==> src/rtl/oob_link_sequencer.sv <==
// Supervisor for the SATA OOB controller: bring-up retries with backoff, phy_ready debounce,
// and AHCI COMRESET/offline handling. Optional link-loss statistic behind OOB_SEQ_STATS_EN.
module oob_link_sequencer #(
  parameter int unsigned RETRY_MAX     = 8,
  parameter logic [23:0] LINK_TIMEOUT  = 24'd1000000,
  parameter int unsigned STABLE_CYCLES = 256,
  parameter int unsigned BACKOFF_BASE  = 1024,
  parameter int unsigned RST_CYCLES    = 8
) (
  input  logic        clk,
  input  logic        rst,
  input  logic        gtx_ready,
  input  logic        phy_ready,
  input  logic        host_comreset,
  input  logic        host_offline,
  output logic        oob_rst,
  output logic        set_offline,
  output logic        comreset_send,
  output logic        link_ok,
  output logic        link_failed,
  output logic [3:0]  retry_cnt,
  output logic [2:0]  seq_state,
  output logic [15:0] link_loss_cnt
);

  typedef enum logic [2:0] {
    ST_IDLE      = 3'd0,
    ST_RESET     = 3'd1,
    ST_WAIT_LINK = 3'd2,
    ST_UP        = 3'd3,
    ST_BACKOFF   = 3'd4,
    ST_FAILED    = 3'd5,
    ST_OFFLINE   = 3'd6
  } state_t;

  state_t      state_q, state_d;
  logic [23:0] timer_q, timer_d;
  logic [15:0] stab_q, stab_d;
  logic [3:0]  retry_q, retry_d;
  logic        failed_q, failed_d;
  logic        oob_rst_q, set_offline_q, comreset_q, link_ok_q;
  logic        enter_reset, go_offline;

  logic [23:0] timer_inc;
  logic [15:0] stab_inc;
  logic [3:0]  retry_sat;
  logic [2:0]  backoff_shift;
  logic [23:0] backoff_len;

  assign timer_inc     = timer_q + 24'd1;
  assign stab_inc      = stab_q + 16'd1;
  assign retry_sat     = (retry_q == 4'hF) ? 4'hF : retry_q + 4'd1;
  assign backoff_shift = (retry_q > 4'd4) ? 3'd4 : retry_q[2:0];
  assign backoff_len   = 24'(BACKOFF_BASE) << backoff_shift;

  // Every transition restarts the shared timer; only dwelling in a timed state advances it.
  always_comb begin
    state_d     = state_q;
    timer_d     = '0;
    stab_d      = '0;
    retry_d     = retry_q;
    failed_d    = failed_q;
    enter_reset = 1'b0;
    go_offline  = 1'b0;
    if (!gtx_ready) begin
      state_d = ST_IDLE;
    end else if (state_q == ST_IDLE) begin
      state_d     = ST_RESET;
      enter_reset = 1'b1;
    end else if (host_comreset) begin
      state_d     = ST_RESET;
      retry_d     = '0;
      failed_d    = 1'b0;
      enter_reset = 1'b1;
    end else if (host_offline) begin
      state_d    = ST_OFFLINE;
      go_offline = 1'b1;
    end else begin
      case (state_q)
        ST_RESET: begin
          if (timer_inc == 24'(RST_CYCLES)) state_d = ST_WAIT_LINK;
          else                              timer_d = timer_inc;
        end
        ST_WAIT_LINK: begin
          if (phy_ready) stab_d = stab_inc;
          // A stable link on the timeout cycle still counts as success.
          if (phy_ready && (stab_inc == 16'(STABLE_CYCLES))) begin
            state_d = ST_UP;
            retry_d = '0;
            stab_d  = '0;
          end else if (timer_inc == LINK_TIMEOUT) begin
            retry_d = retry_sat;
            stab_d  = '0;
            if (retry_sat >= 4'(RETRY_MAX)) begin
              state_d  = ST_FAILED;
              failed_d = 1'b1;
            end else begin
              state_d = ST_BACKOFF;
            end
          end else begin
            timer_d = timer_inc;
          end
        end
        ST_UP: begin
          if (!phy_ready) begin
            state_d     = ST_RESET;
            enter_reset = 1'b1;
          end
        end
        ST_BACKOFF: begin
          if (timer_inc == backoff_len) begin
            state_d     = ST_RESET;
            enter_reset = 1'b1;
          end else begin
            timer_d = timer_inc;
          end
        end
        ST_FAILED, ST_OFFLINE: ;
        default: state_d = ST_IDLE;
      endcase
    end
  end

  always_ff @(posedge clk) begin
    if (rst) begin
      state_q       <= ST_IDLE;
      timer_q       <= '0;
      stab_q        <= '0;
      retry_q       <= '0;
      failed_q      <= 1'b0;
      oob_rst_q     <= 1'b1;
      set_offline_q <= 1'b0;
      comreset_q    <= 1'b0;
      link_ok_q     <= 1'b0;
    end else begin
      state_q       <= state_d;
      timer_q       <= timer_d;
      stab_q        <= stab_d;
      retry_q       <= retry_d;
      failed_q      <= failed_d;
      oob_rst_q     <= !((state_d == ST_WAIT_LINK) || (state_d == ST_UP) || (state_d == ST_OFFLINE));
      set_offline_q <= go_offline;
      comreset_q    <= enter_reset;
      link_ok_q     <= (state_d == ST_UP);
    end
  end

  assign oob_rst       = oob_rst_q;
  assign set_offline   = set_offline_q;
  assign comreset_send = comreset_q;
  assign link_ok       = link_ok_q;
  assign link_failed   = failed_q;
  assign retry_cnt     = retry_q;
  assign seq_state     = state_q;

`ifdef OOB_SEQ_STATS_EN
  logic [15:0] loss_cnt_q;
  logic        loss_evt;

  assign loss_evt = (state_q == ST_UP) && (state_d == ST_RESET) && !host_comreset;

  always_ff @(posedge clk) begin
    if (rst)                                     loss_cnt_q <= '0;
    else if (loss_evt && (loss_cnt_q != 16'hFFFF)) loss_cnt_q <= loss_cnt_q + 16'd1;
  end

  assign link_loss_cnt = loss_cnt_q;
`else
  assign link_loss_cnt = 16'h0000;
`endif

endmodule

==> config.mk <==
export PLATFORM = sky130hd
export DESIGN_NAME = oob_link_sequencer
export DESIGN_NICKNAME = d
export VERILOG_FILES = /design/src/rtl/oob_link_sequencer.sv
export SDC_FILE = /design/constraint.sdc
export NUM_CORES = 1
export LEC_CHECK = 0
export CAP_MARGIN = 25
export CORE_ASPECT_RATIO = 1.4
export CORE_UTILIZATION = 50
export DETAILED_ROUTE_END_ITERATION = 12
export PLACE_DENSITY = 0.73
export SYNTH_ARGS = -nofsm -noshare
export SYNTH_HDL_FRONTEND = slang
export SYNTH_SLANG_ARGS = --single-unit
==> constraint.sdc <==
create_clock -name clk -period 3.1 [get_ports clk]
set_clock_uncertainty 0.15 [all_clocks]
set_input_delay 0.465 -clock clk [delete_from_list [all_inputs] [get_ports clk]]
set_output_delay 0.465 -clock clk [all_outputs]
set_load 0.03 [all_outputs]
# Yosys cells after proc, flatten, opt, wreduce, memory -nomap -nowiden

Index checks and enable logic that the tools add are counted.

Register bits after elaboration: 52
Output and inout port bits: 28

Add/subtract/negate cells: 3
$lt $le $gt $ge: 2
Mux-type cells: 36
Equality and inequality tests: 16
Shift-type cells: 1
Reduce and logical (&&, ||, !) cells: 16
Bitwise logic cells: 4

Operators by type and width:

| operator                | number |
|---|---|
| $mux W24                | 4 |
| $pmux W24 S3            | 1 |
| $mux W3                 | 10 |
| $add A24 B1 Y24 const B | 1 |
| $eq A24 B20 Y1 const B  | 1 |
| $eq A24 B24 Y1          | 1 |
| $eq A24 B4 Y1 const B   | 1 |
| $mux W4                 | 6 |
| $shl A11 B3 Y24 const A | 1 |
| $add A16 B1 Y16 const B | 1 |
| $eq A16 B9 Y1 const B   | 1 |
| $pmux W3 S5             | 1 |
| $mux W1                 | 13 |
| $eq A3 B2 Y1 const B    | 4 |
| $eq A3 B3 Y1 const B    | 4 |
| $reduce_or A9 Y1        | 1 |
| $reduce_and A7 Y1       | 1 |
| $reduce_bool A2 Y1      | 3 |
| $reduce_and A5 Y1       | 1 |
| $reduce_or A5 Y1        | 1 |
| $add A4 B1 Y4 const B   | 1 |
| $eq A4 B4 Y1 const B    | 1 |
| $ge A4 B4 Y1 const B    | 1 |
| $gt A4 B3 Y1 const B    | 1 |
| 11 further kinds        | 17 |

# Logic depth before layout (Yosys ltp)

Gate-level depths: netlist of the first run.

Depth after elaboration: 15
Gate-level depth with buffers: 12

# Least setup slack after synthesis of the first run

No wires, ideal clock.

Path kind: register to register
Start point: register timer_q[0]
End point: register timer_q[3]
Data arrival time: 2990 ps
Cell stages (with the launch flop): 12
Path buffers: 2
Library setup time: 140 ps
Clock period less this slack: 3279 ps
Setup slack: -179 ps
Path through: dfxtp_1 > ha_1 > nand4_1 > buf_2 > or4_4 > o21a_1 > nor4_4 > nand3_1 > o311a_1 > o31ai_4 > buf_6 > nor3_2

Longest elaborated chain between the ends: 5
Elaborated cells on any way between the ends: 9

Ends and longest elaborated chain:

| item                   | line | RTL |
|---|---|---|
| start, declared        | 37   | `logic [23:0] timer_q, timer_d;` |
| start signal, assigned | 137  | `timer_q <= timer_d;` |
| $add A24 B1 Y24 (*)    | 50   | `assign timer_inc = timer_q + 24'd1;` |
| $eq A24 B20 Y1         | 91   | `end else if (timer_inc == LINK_TIMEOUT) begin` |
| $mux W24               | 91   |  |
| $mux W24               | 87   | `if (phy_ready && (stab_inc == 16'(STABLE_CYCLES))) begin` |
| $pmux W24 S3 (*)       | 79   | `case (state_q)` |

Every way passes the cells marked *; elsewhere a longest branch is shown, timed or not.
A chain may end at the register's enable or synchronous reset.

# Worst setup path in the final report of the first run

Start point: register timer_q[0]
End point: register timer_q[6]

The elaborated chain is that of the path after synthesis.

==> results of run 1 <==
==> power breakdown <==
part | internal, W | switching, W
Combinational | 0.0000199 | 0.0000524
Sequential | 0.000669 | 0.00000399
Clock | 0.000285 | 0.000233
Total | 0.000974 | 0.000289
==> Yosys cell counts, drive strengths merged, types with 2 or more instances <==
cell,instances
dfxtp,52
nor2,42
nor3,32
buf,28
xnor2,24
nand2,23
nand4,20
nand3,18
inv,17
a21oi,16
clkbuf,15
nor4,14
o21ai,13
xor2,13
nor3b,9
and2,8
or3,8
a211oi,7
and4,7
or2,7
a31oi,6
ha,6
o21a,6
o31a,6
o31ai,6
or4,5
and3,4
o211a,4
or4b,4
mux2i,3
o41a,3
nor4b,2
o2111ai,2
o21bai,2
o22ai,2
o311a,2
o41ai,2
==> flip-flops by register name, summed over array words and instances (netlist names) <==
name,flops
retry_cnt,4
comreset_send,1
link_failed,1
stab_q,16
seq_state,3
oob_rst,1
timer_q,24
set_offline,1
link_ok,1
==> through the flow <==
step | instance area, sq um | utilization | total power, W | setup WS [ps] | hold slack (ps)
after floorplan | 3780 | - | 0.000755 | 16.4 | 271
after global placement | 4390 | 0.620 | 0.000757 | -75.8 | 325
after detailed placement | 4390 | 0.620 | 0.000757 | -156 | 347
after CTS | 4740 | 0.671 | 0.00127 | -61.5 | 369
after global routing | 5130 | 0.726 | 0.00130 | -223 | 347
final | 5130 | 0.726 | 0.00126 | -146 | 328
==> final cells by class <==
class	count	area (sq um)
multi-input combinational	354	2770
fill	497	1940
sequential	52	1060
timing repair buffer	106	996
tap	95	119
clock buffer	7	96.3
inverter	17	63.8
clock inverter	1	30.0
==> worst max-delay path, delay by kind of cell, from the launching register on <==
kind	cells	cell delay (ps)
XOR/XNOR	1	100
buffers and inverters	6	970
flip-flops	1	370
AND/OR/NAND/NOR	4	660
AO/OA/AOI/OAI	3	880
==> final timing paths <==
check / from / endpoint / slack, ps / depth (start not counted)
hold reg to reg: stab_q[0] / stab_q[0] / 330 / 1
setup / recovery: timer_q[0] / timer_q[6] / -150 / 14
setup reg to reg: timer_q[0] / timer_q[6] / -150 / 14
hold / removal: stab_q[0] / stab_q[0] / 330 / 1
==> cells by family (layout without fill, tap and decap cells) <==
group / after synthesis / in the layout / share of synthesized area
other cells: 1 / 16 / 0.00101
fa+ha+maj: 6 / 6 / 0.0202
compound gates: 85 / 85 / 0.173
xor+xnor: 37 / 37 / 0.0870
mux: 4 / 4 / 0.0111
flops: 52 / 52 / 0.279
simple gates: 206 / 206 / 0.344
buf+inv: 60 / 131 / 0.0846
==> repair_timing <==
action                     CTS  global route
pin swaps                   12            25
cloned                       1             5
resized for setup           35            56
setup endpoints to repair   30            50
setup buffers                7             6
==> routing by layer <==
metal / vias to the layer above / wire, um / track usage
met5: - / 0 / 0
met4: 0 / 726 / 0.154
met3: 60 / 553 / 0.0591
met2: 133 / 6430 / 0.483
met1: 1865 / 4400 / 0.301
li1: 1790 / - / -
==> results.yml, run 1 <==
status:
  status: "complete, but fails checks"
  failed_checks: "negative setup slack"
synth:
  yosys-top-cells-area: "dfxtp_1, xnor2_1, nor3_2"
  syn_inst: 451
  synth_cell_types: 67
  synthArstFlopShare: 0
  synth-seq-area-share: 0.279
  synth.cell_area_sq_um: 3720
  yosysTopAreaCellShare: 0.279
  synthFlopType: "dfxtp_1"
  synth_edf_count: 0
  synth_largest_area_cell: "dfxtp_1"
  synth.avg_cell_area_sq_um: 8.26
  ys_warn_count: 0
  synth.ff_latch_count: 52
clock_tree:
  cts_tree: "built"
  holdBufCountCts: 0
  cts_inserted_buffers: 5
  cts_sinks: 52
  root_buffer: "clkbuf_8"
  clk_latency_ps: 320
  cts.htree.levels: 2
  clock_path_buffers: 2
  cts.clk_slew.worst_paths_ps: 100
timing:
  hold_viol: 0
  layout_min_cycle_time_ps: 3250
  timing.final.max_slew_violations: 0
  worst_slew_pin_slew_ps: 731
  rsz0062_at_grt: "yes"
  fin_setup_tns_ps: -3270
  fmax_ghz: 0.308
  post-route-period-util: 1.05
  fin_ws_ps: -146
  maxSlewHeadroom: 0.507
  final-setup-viol-count: 28
place:
  dp.cells: 605
  io_buffer_count: 17
  gp_congestion: 0.879
  hpwl_mm: 7.42
grt:
  groute.usage.overall: 0.278
  grt_pass1_wl_mm: 17.1
  antenna_found_initial: 0
  overflow: 0
  grt_max_degree: 25
  grt_pass1_vias: 3771
setup_path:
  worstPathCellList: "buf_4 -> nand3_1 -> buf_6 -> nor4b_2 -> buf_4 -> xor2_1 -> a211oi_2 -> buf_4 -> nand4b_1 -> o311a_1 -> o31ai_4 -> buf_6 -> buf_16 -> nor3_2"
  critPathMaxFanout: 10
  max_stage_delay_ps: 410
  endpoint_kind: "register"
  critical_path_class: "register to register"
  timing.critical_path.mode_cell: "buf_4"
  arrival_ps: 3290
  crit_slowest_cell: "o311a_1"
  start_kind: "register"
  required_ps: 3150
detailed_routing:
  drc_errors: 0
  first_pass_iters: 4
  num_vias: 3848
  vias_per_cell: 6.09
  postRouteAntennaNets: 0
  drt_wl_total_mm: 12.1
  wl_per_cell_um: 19.2
  dr.first_iter.drc_count: 218
power:
  leakage_nw: 1.85
  peakVddDrop_mv: 0.279
  p_per_area_nw_per_um2: 246
cells_and_area:
  layout-drive-gt1-share: 0.372
  nets: 548
  final_cell_mix: "buf_4, dfxtp_1, nor2_1, nand2_1, xnor2_1"
  layout_commonest_cell: "buf_4"
  layout.cells.non_filler: 632
  insertedDiodeCount: 0
  area_growth_pct: 37.8
floorplan:
  die-area_sq_um: 7800
  chipHeight_um: 104
  rows: 36
  fp.dieW_um: 74.9
  boundaryPins: 34
  initial_core_util: 0.527
  core_sq_um: 7070
worst_hold_path:
  hold_path_class: "register to register"
run:
  cap_violations: 0
Note: power is estimated with default switching activity, not from simulation.
==> inputs of run 2 (changes only) <==
- RECOVER_POWER: default -> 50
==> run 2 against run 1 <==
  * The flow still finishes with violations (negative setup slack)
  * Cell count unchanged
  * Critical path depth unchanged
  * Sequential cell count is the same
  * Routed wire length increased by 0.12%
  * Register-to-register slack lost 20 ps
  * Power about the same
  * Setup slack worse by 18 ps
  * Utilization decreased by 0.25 points
  * Combinational power shrank 0.8%
  * Clock power barely moved
  * First-iteration DRC count down 9.6%
  * Largest power group unchanged
==> results.yml, run 2 (synthesized netlist as in run 1, its figures left out) <==
clock_tree:
  cts_tree: "built"
  cts.htree.levels: 2
  holdBufCountCts: 0
  root_buffer: "clkbuf_8"
  cts_inserted_buffers: 5
  cts.clk_slew.worst_paths_ps: 100
  clk_latency_ps: 320
  clock_path_buffers: 2
  cts_sinks: 52
timing:
  timing.final.max_slew_violations: 0
  post-route-period-util: 1.05
  layout_min_cycle_time_ps: 3260
  worst_slew_pin_slew_ps: 727
  fmax_ghz: 0.306
  fin_ws_ps: -164
  final-setup-viol-count: 28
  whs_ps: 330
  rsz0062_at_grt: "yes"
  hold_viol: 0
  maxSlewHeadroom: 0.510
floorplan:
  chipHeight_um: 104
  initial_core_util: 0.527
  rows: 36
  boundaryPins: 34
  die-area_sq_um: 7800
  fp.dieW_um: 74.9
  core_sq_um: 7070
cells_and_area:
  layout_commonest_cell: "buf_4"
  largest_reg_flops: 24
  nets: 548
  final_cell_mix: "buf_4, dfxtp_1, nor2_1, nand2_1, xnor2_1"
  fillers: 500
  layout-drive-gt1-share: 0.372
  area_growth_pct: 37.3
  post-route-util: 0.723
  top_register: "timer_q"
  insertedDiodeCount: 0
grt:
  grt_pass1_wl_mm: 17.1
  grt_pass1_vias: 3771
  overflow: 0
  groute.usage.overall: 0.278
  grt_max_degree: 25
  antenna_found_initial: 0
status:
  failed_checks: "negative setup slack"
  status: "complete, but fails checks"
worst_hold_path:
  holdPathStages: 1
  hold_path_class: "register to register"
setup_path:
  required_ps: 3150
  arrival_ps: 3320
  timing.critical_path.mode_cell: "buf_4"
  worstPathCellList: "buf_4 -> nand3_1 -> buf_6 -> nor4b_2 -> buf_4 -> xor2_1 -> a211oi_2 -> buf_4 -> nand4b_1 -> o311a_1 -> o31ai_4 -> buf_6 -> clkbuf_16 -> nor3_2"
  endpoint_kind: "register"
  ff2ff_path_depth: 14
  crit_slowest_cell: "o311a_1"
  path_depth: 14
  critPathTopFamily: "buffers and inverters"
  critPathMaxFanout: 6
  critPathBufInv: 6
  max_stage_delay_ps: 410
  start_kind: "register"
  critical_path_class: "register to register"
detailed_routing:
  m1WireLength_mm: 4.40
  postRouteAntennaNets: 0
  wl_met2_mm: 6.40
  topRoutingLayerUsed: "met4"
  wl_per_cell_um: 19.2
  first_pass_iters: 5
  drt_wl_total_mm: 12.1
  drc_errors: 0
  met3WireLength_um: 608
  dr.first_iter.drc_count: 197
  num_vias: 3889
  vias_per_cell: 6.15
place:
  io_buffer_count: 17
  gp_congestion: 0.879
  hpwl_mm: 7.42
run:
  cap_violations: 0
power:
  p_per_area_nw_per_um2: 247
  leakage_nw: 1.87
  peakVddDrop_mv: 0.280
## run 2: per-stage QoR
step	cell area, sq um	instances	total power, W	TNS, ps	worst slack (ps)
2_1_floorplan	3780	466	0.000755	0	16.4
3_3_place_gp	4390	605	0.000757	-1290	-75.8
3_5_place_dp	4390	605	0.000757	-2680	-156
4_1_cts	4740	621	0.00127	-834	-61.5
5_1_grt	5110	632	0.00130	-5270	-223
6_report	5110	632	0.00126	-3700	-164
## run 2: worst register-to-register path: stages, from the launching register on
cell       delay, ps
dfxtp_2          370
buf_4            120
nand3_1          150
buf_6            190
nor4b_2          300
buf_4            170
xor2_1           100
a211oi_2         230
buf_4            170
nand4b_1         180
o311a_1          420
o31ai_4          240
buf_6            170
clkbuf_16        150
nor3_2            40
## run 2: report_power, final
group          switching (W)  leakage [nW]  total (W)  internal [W]
clock               0.000234        0.0645   0.000519      0.000285
sequential        0.00000387         0.426   0.000672      0.000669
combinational      0.0000525          1.38  0.0000717     0.0000191
## run 2: final timing paths
path	from	to	slack (ps)
hold / removal	stab_q[0]	stab_q[0]	330
hold reg to reg	stab_q[0]	stab_q[0]	330
setup / recovery	timer_q[0]	timer_q[15]	-160
setup reg to reg	timer_q[0]	timer_q[15]	-160
## run 2: metal layers
layer	global-route usage	vias to the layer above
met5	0	-
met4	0.154	0
met3	0.0591	65
met2	0.483	153
met1	0.301	1882
li1	-	1789
## run 2: final cells by class
cell class                 instances  area, sq um  area share
clock buffer                       7         96.3      0.0188
clock inverter                     1         30.0     0.00587
inverter                          17         63.8      0.0125
multi-input combinational        354         2760       0.540
sequential                        52         1060       0.207
tap                               95          119      0.0232
timing repair buffer             106          985       0.193
## run 2: timing repair
item,CTS,global route
endpoints found under the setup margin,30,50
gates resized for setup,35,56
hold endpoints to repair,0,0
pin swaps,12,25
buffers inserted,7,6
cloned,1,5
